File: src/rtl/wb_stage.sv
// rtl/wb_stage.sv - MEM/WB pipeline register with write-back data selection
//
// Purpose:
//   Registers the MEM-stage results on each capture edge and drives the
//   write-back ports of the GPR file and the HI/LO registers. The outputs are
//   combinational, but they depend only on the WB register.
//   Edge priority: rst > flush > stall > capture.
//
// Optional feature:
//   WB_RETIRE_CNT_EN - when defined, this adds the retire_cnt output. The
//                      counter increments on every capture of a valid
//                      instruction.
//
// Ports:
//   clk, rst            clock, synchronous active-high reset
//   mem_valid           MEM stage holds a real instruction
//   stall, flush        hold WB register / load a bubble
//   mem_*_wena          MEM-stage write enables (GPR, HI, LO)
//   mem_rf_waddr        destination GPR
//   mem_*_mux_sel       write-data selects
//   mem_* (32-bit)      candidate results
//   rf_wena/waddr/wdata GPR write port
//   hi_wena/hi_wdata    HI write port
//   lo_wena/lo_wdata    LO write port
//   wb_valid            WB register holds a real instruction
//   retire_cnt          retired-instruction count (WB_RETIRE_CNT_EN only)

module wb_stage (
  input  logic        clk,
  input  logic        rst,
  input  logic        mem_valid,
  input  logic        stall,
  input  logic        flush,
  input  logic        mem_rf_wena,
  input  logic        mem_hi_wena,
  input  logic        mem_lo_wena,
  input  logic [4:0]  mem_rf_waddr,
  input  logic [2:0]  mem_rf_mux_sel,
  input  logic [1:0]  mem_hi_mux_sel,
  input  logic [1:0]  mem_lo_mux_sel,
  input  logic [31:0] mem_lo_out,
  input  logic [31:0] mem_pc4,
  input  logic [31:0] mem_clz_out,
  input  logic [31:0] mem_dmem_out,
  input  logic [31:0] mem_alu_out,
  input  logic [31:0] mem_hi_out,
  input  logic [31:0] mem_mul_lo,
  input  logic [31:0] mem_mul_hi,
  input  logic [31:0] mem_div_r,
  input  logic [31:0] mem_div_q,
  input  logic [31:0] mem_rs_data_out,
  output logic        rf_wena,
  output logic [4:0]  rf_waddr,
  output logic [31:0] rf_wdata,
  output logic        hi_wena,
  output logic        lo_wena,
  output logic [31:0] hi_wdata,
  output logic [31:0] lo_wdata,
  output logic        wb_valid
`ifdef WB_RETIRE_CNT_EN
  ,
  output logic [31:0] retire_cnt
`endif
);

  logic        valid_q;
  logic        rf_wena_q;
  logic        hi_wena_q;
  logic        lo_wena_q;
  logic [4:0]  waddr_q;
  logic [2:0]  rf_sel_q;
  logic [1:0]  hi_sel_q;
  logic [1:0]  lo_sel_q;
  logic [31:0] lo_out_q;
  logic [31:0] pc4_q;
  logic [31:0] clz_out_q;
  logic [31:0] dmem_out_q;
  logic [31:0] alu_out_q;
  logic [31:0] hi_out_q;
  logic [31:0] mul_lo_q;
  logic [31:0] mul_hi_q;
  logic [31:0] div_r_q;
  logic [31:0] div_q_q;
  logic [31:0] rs_data_q;

  always_ff @(posedge clk) begin
    if (rst) begin
      valid_q    <= 1'b0;
      rf_wena_q  <= 1'b0;
      hi_wena_q  <= 1'b0;
      lo_wena_q  <= 1'b0;
      waddr_q    <= '0;
      rf_sel_q   <= '0;
      hi_sel_q   <= '0;
      lo_sel_q   <= '0;
      lo_out_q   <= '0;
      pc4_q      <= '0;
      clz_out_q  <= '0;
      dmem_out_q <= '0;
      alu_out_q  <= '0;
      hi_out_q   <= '0;
      mul_lo_q   <= '0;
      mul_hi_q   <= '0;
      div_r_q    <= '0;
      div_q_q    <= '0;
      rs_data_q  <= '0;
    end else if (flush) begin
      // Only the control bits must be cleared. The data is left untouched.
      valid_q   <= 1'b0;
      rf_wena_q <= 1'b0;
      hi_wena_q <= 1'b0;
      lo_wena_q <= 1'b0;
    end else if (!stall) begin
      valid_q    <= mem_valid;
      rf_wena_q  <= mem_rf_wena;
      hi_wena_q  <= mem_hi_wena;
      lo_wena_q  <= mem_lo_wena;
      waddr_q    <= mem_rf_waddr;
      rf_sel_q   <= mem_rf_mux_sel;
      hi_sel_q   <= mem_hi_mux_sel;
      lo_sel_q   <= mem_lo_mux_sel;
      lo_out_q   <= mem_lo_out;
      pc4_q      <= mem_pc4;
      clz_out_q  <= mem_clz_out;
      dmem_out_q <= mem_dmem_out;
      alu_out_q  <= mem_alu_out;
      hi_out_q   <= mem_hi_out;
      mul_lo_q   <= mem_mul_lo;
      mul_hi_q   <= mem_mul_hi;
      div_r_q    <= mem_div_r;
      div_q_q    <= mem_div_q;
      rs_data_q  <= mem_rs_data_out;
    end
  end

`ifdef WB_RETIRE_CNT_EN
  always_ff @(posedge clk) begin
    if (rst) begin
      retire_cnt <= '0;
    end else if (!flush && !stall && mem_valid) begin
      retire_cnt <= retire_cnt + 32'd1;
    end
  end
`endif

  always_comb begin
    rf_wdata = '0;
    case (rf_sel_q)
      3'd0:    rf_wdata = lo_out_q;
      3'd1:    rf_wdata = pc4_q;
      3'd2:    rf_wdata = clz_out_q;
      3'd3:    rf_wdata = '0;
      3'd4:    rf_wdata = dmem_out_q;
      3'd5:    rf_wdata = alu_out_q;
      3'd6:    rf_wdata = hi_out_q;
      default: rf_wdata = mul_lo_q;
    endcase
  end

  always_comb begin
    hi_wdata = '0;
    case (hi_sel_q)
      2'd0:    hi_wdata = div_r_q;
      2'd1:    hi_wdata = mul_hi_q;
      2'd2:    hi_wdata = rs_data_q;
      default: hi_wdata = '0;
    endcase
  end

  always_comb begin
    lo_wdata = '0;
    case (lo_sel_q)
      2'd0:    lo_wdata = div_q_q;
      2'd1:    lo_wdata = mul_lo_q;
      2'd2:    lo_wdata = rs_data_q;
      default: lo_wdata = '0;
    endcase
  end

  // $0 is hard-wired to zero, so a write to it is never asserted.
  assign rf_wena  = rf_wena_q & valid_q & (waddr_q != 5'd0);
  assign hi_wena  = hi_wena_q & valid_q;
  assign lo_wena  = lo_wena_q & valid_q;
  assign rf_waddr = waddr_q;
  assign wb_valid = valid_q;

endmodule

File: config.mk
export PLATFORM = sky130hd
export DESIGN_NAME = wb_stage
export DESIGN_NICKNAME = d
export VERILOG_FILES = /design/src/rtl/wb_stage.sv
export SDC_FILE = /design/constraint.sdc
export NUM_CORES = 1
export LEC_CHECK = 0
export CORE_MARGIN = 4
export CORE_UTILIZATION = 43
export DETAILED_ROUTE_END_ITERATION = 6
export PLACE_DENSITY = 0.77
export SYNTH_ARGS = -nofsm -noshare
export SYNTH_HDL_FRONTEND = slang
export SYNTH_SLANG_ARGS = --single-unit
File: constraint.sdc
create_clock -name clk -period 1.4 [get_ports clk]
set_input_delay 0.21 -clock clk [delete_from_list [all_inputs] [get_ports clk]]
set_output_delay 0.21 -clock clk [all_outputs]
set_load 0.02 [all_outputs]
### After elaboration in Yosys (flattened, before gate mapping)

Cells that the tools add are included.

| storage, ports and cells | value |
|---|---|
| output and inout port bits | 105 |
| bits in writable memories | 0 |
| memories kept | 0 |
| register bits | 368 |
| latch bits | 0 |
| memory bits (read-only) | 0 |

| cells by class | value |
|---|---|
| multiplexer cells | 3 |
| equal/unequal tests | 10 |
| multiply operators | 0 |
| magnitude comparators | 0 |
| bitwise gates (word level) | 6 |
| div/mod/pow operators | 0 |
| shifts and indexed selects | 0 |
| reduce and logical (&&, ||, !) cells | 6 |
| add/sub/neg operators | 0 |

Operators by type and width:

| operator | count |
|---|---|
| 32-bit case mux with 7 select lines | 1 |
| 32-bit case mux with 3 select lines | 2 |
| 3-bit equality test, second input constant | 3 |
| 3-bit by 2-bit equality test with 1-bit output, second input constant | 2 |
| 5-bit nonzero test | 1 |
| 1-bit bitwise AND | 4 |
| 2-bit by 1-bit equality test with 1-bit output, second input constant | 2 |
| 2-bit equality test, second input constant | 2 |
| 2-bit zero test | 2 |
| 3-bit by 1-bit equality test with 1-bit output, second input constant | 1 |
| 3-bit zero test | 1 |
| 1-bit NOT | 2 |
| 2-bit AND reduction | 1 |
| 2-bit OR reduction | 1 |

### Logic depth before layout (Yosys ltp)

| logic depth | value |
|---|---|
| word-level depth | 2 |
| mapped depth | 7 |
| depth with buffers taken out | 4 |

### Worst setup path after synthesis

Ideal clock, no wire load.

| timing path | value |
|---|---|
| kind | reg-to-output |
| start point | reg rf_sel_q[1] |
| end point | out rf_wdata[12] |
| arrival time | 1517 ps |
| stages on the path, launching flop included | 6 |
| setup slack | -327 ps |
| cells stage by stage | dfxtp_1 > buf_4 > buf_6 > buf_4 > mux2i_1 > a221oi_1 |

| on the way | value |
|---|---|
| word-level cells in the longest chain between the ends | 2 |
| elaborated cells between the ends (all ways) | 8 |
| classes of those cells | eq/ne: 6; mux: 1; reduce/logical: 1 |

Ends and longest elaborated chain:

| item | RTL line | RTL |
|---|---|---|
| from (decl) | 71 | `logic [2:0] rf_sel_q;` |
| from (signal assigned) | 119 | `rf_sel_q <= mem_rf_mux_sel;` |
| 3-bit equality test, or another cell as far along | 148 | `case (rf_sel_q)` |
| 32-bit case mux with 7 select lines (*) | 148 |  |
| to (decl) | 54 | `output logic [31:0] rf_wdata,` |

Every way passes the cells marked *; elsewhere a longest branch is shown, timed or not.

### Final worst setup path

| timing path | value |
|---|---|
| start point | reg rf_sel_q[1] |
| end point | out rf_wdata[23] |

Same word-level chain as after synthesis.

==> results_dict.tcl <==
set metrics [dict create \
    p_leak_nw 9.918 \
    rows 69 \
    vias 17880 \
    ys_types 33 \
    synth-async-reset-ratio_pct 0 \
    grtUsageMet2_pct 53.24 \
    port_buffers 476 \
    vdd_drop_max_v 0.0009116 \
    worst_ep_required_time_ps 1190 \
    fp.dieH_um 199.6 \
    cts_root_buf "clkbuf_16" \
    synth.cell_area_sq_mm 0.01579 \
    final_cells 3200 \
    fmax_mhz 433.0 \
    ys.flop_type "dfxtp_1" \
    clock_path_buffers 3 \
    grt_overflow 0 \
    grt_usage_pct 31.84 \
    cts_made_buffers 40 \
    die_w_um 199.6 \
    grt_pass1_wl_mm 98.90 \
    grtUsageMet1_pct 41.01 \
    slew_viol_final 0 \
    drt-pass1-iter-count 6 \
    post-route-period-util_pct 165.0 \
    grt_max_degree 56 \
    fin_crit_ps 2309 \
    setup_slack_ps -909.5 \
    placedCellCount 3053 \
    io_pins 477 \
    yosysSeqAreaShare_pct 46.66 \
    routed_via_density 5.587 \
    crit_type "flip-flop to output port" \
    clock_latency_ps 520 \
    postSynthAreaPerCell_sq_um 7.455 \
    violations "negative setup slack" \
    synthTopCellsByArea "dfxtp_1 47%, nand2_1 20%, a21oi_1 12%" \
    synth_top_area_cell "dfxtp_1" \
    status "finished with violations" \
    yosysWarnings 0 \
    cp-start-kind "flip-flop" \
    fin_nets 3062 \
    clk_pin_slew_worst_paths_ps 60 \
    setup_viol_count_final 97 \
    drive_gt1_share_pct 24.11 \
    grt_use_met3_pct 5.109 \
    start_util_pct 43.97 \
    dpl_worst_slack_ps -779.3 \
    critPathArrivalTime_ps 2100 \
    seq_area_sq_mm 0.007391 \
    fp.coreArea_sq_mm 0.03591 \
    die_area_sq_mm 0.03985 \
    wl_per_cell_um 21.77 \
    grt-busiest-layer "met2" \
    routabilityCongestion 0.9628 \
    hold_violations 0 \
    cts_max_level 2 \
    rsz0062_at_grt "true" \
    cts_tree "built" \
    clock-skew-final_ps 0 \
    syn_to_final_growth_pct 64.64 \
    syn_inst 2118 \
    cap_violations 0 \
    yosysTopAreaCellShare_pct 46.66 \
    fillers 2600 \
    power.density_mw_per_mm2 1041 \
    dp_hpwl_mm 48.62 \
    grt_pass1_vias 17530 \
    drc 0 \
    drtIter0Drc 1494 \
    hold-worst-slack_ps 49.88 \
    max_slew_margin_pct 73.05 \
    power_mw 27.07 \
    multi_input_comb_area_sq_mm 0.009041 \
    cp_max_fo 7 \
    worst_slew_pin_slew_ps 393.0 \
    drt_wl_total_mm 69.65 \
    cp-end-kind "output port" \
    syn_nets 2490 \
    antenna_found_initial 13 \
    synth_seq_cells 368 \
    ant_nets 0 \
    synth_edf_count 0 \
    worst_hold_path_type "primary input to flip-flop" \
    post-route-util_pct 72.38 \
    cts_sinks 368 \
]
state kept, by name, indices dropped and copies added, names as in the netlist:
| register | cells |
|---|---|
| rf_sel_q | 3 |
| div_r_q | 32 |
| hi_sel_q | 2 |
| rf_wena_q | 1 |
| rs_data_q | 32 |
| dmem_out_q | 32 |
| hi_out_q | 32 |
| alu_out_q | 32 |
| lo_wena_q | 1 |
| hi_wena_q | 1 |
| clz_out_q | 32 |
| lo_sel_q | 2 |
| mul_lo_q | 32 |
| pc4_q | 32 |
| mul_hi_q | 32 |
| lo_out_q | 32 |
| div_q_q | 32 |
| rf_waddr | 5 |
| wb_valid | 1 |
where the power goes:
part / switching, mW / internal (mW) / leakage (nW) / total [mW]
Sequential: 0.429 / 11.0 / 3.01 / 11.4
Clock: 4.40 / 6.39 / 0.671 / 10.8
Combinational: 2.29 / 2.60 / 6.23 / 4.89
cell usage in the layout (no fill, tap or decap), types with 43 or more instances in the layout:
| master | n |
|---|---|
| dfxtp_1 | 359 |
| o21ai_1 | 44 |
| a21oi_1 | 371 |
| clkbuf_16 | 43 |
| buf_12 | 51 |
| buf_6 | 105 |
| clkdlybuf4s50_1 | 370 |
| nand2_1 | 783 |
| mux2i_1 | 47 |
| buf_4 | 150 |
logic make-up (layout without fill, tap and decap cells):
| kind of cell | count (synthesis) | in the layout | synth area share [%] |
|---|---|---|---|
| flops | 368 | 368 | 46.66 |
| mux | 89 | 89 | 5.753 |
| buf+inv | 178 | 781 | 5.396 |
| other cells | 0 | 18 | 0 |
| simple gates | 902 | 902 | 22.16 |
| compound gates | 581 | 581 | 20.03 |
path summary, 6_finish.rpt:
kind,from,to,slack [ps],cells past startpoint
max,rf_sel_q[1]$_SDFFE_PP0P_,rf_wdata[23],-910,7
min,rst,rs_data_q[30]$_SDFFE_PP0P_,50,2
max reg2reg,rf_sel_q[2]$_SDFFE_PP0P_,rf_sel_q[2]$_SDFFE_PP0P_,360,5
min reg2reg,clz_out_q[5]$_SDFFE_PP0P_,clz_out_q[5]$_SDFFE_PP0P_,450,2
layout make-up:
| type | count | area share [%] |
|---|---|---|
| antenna | 18 | 0.1733 |
| sequential | 368 | 28.43 |
| clock buffer | 58 | 4.654 |
| tap | 461 | 2.219 |
| timing repair buffer | 708 | 29.20 |
| multi-input combinational | 1572 | 34.78 |
| clock inverter | 15 | 0.5439 |
through the flow:
step	TNS (ps)	instance area, sq um
final	-62240	26000
after global routing	-67270	25970
after CTS	-63720	25020
after detailed placement	-135400	22470
after global placement	-119840	22470
after floorplan	-1023	16200
cell usage after synthesis (all sizes together) (5+ instances only):
master / number
clkbuf: 67
nor2b: 21
mux2i: 75
a41oi: 10
a221oi: 5
nand2b: 11
a21oi: 385
buf: 111
dfxtp: 368
o22a: 15
o21ai: 110
nor3: 5
mux2: 14
a22oi: 18
a211oi: 27
nor2: 27
nand2: 826
timing repair:
action | in CTS | in global routing
gates resized for setup | 718 | 245
cloned | 13 | 2
hold buffers | 0 | 0
setup buffers | 38 | 18
endpoints found under the setup margin | 105 | 99
pin swaps | 38 | 55
per-layer routing:
layer	up-vias	part of all wire [%]
li1	8239	-
met2	1000	48
met4	2	4.9
met5	-	0.027
met3	209	9.2
met1	8428	38
critical path, cell delays in order (launching register included):
cell,delay (ps)
dfxtp_4,350
buf_12,140
buf_12,140
buf_8,130
mux2_4,310
o21ai_4,170
a41oi_4,150
buf_6,170
No activity file was read; power rests on OpenSTA's default activity.
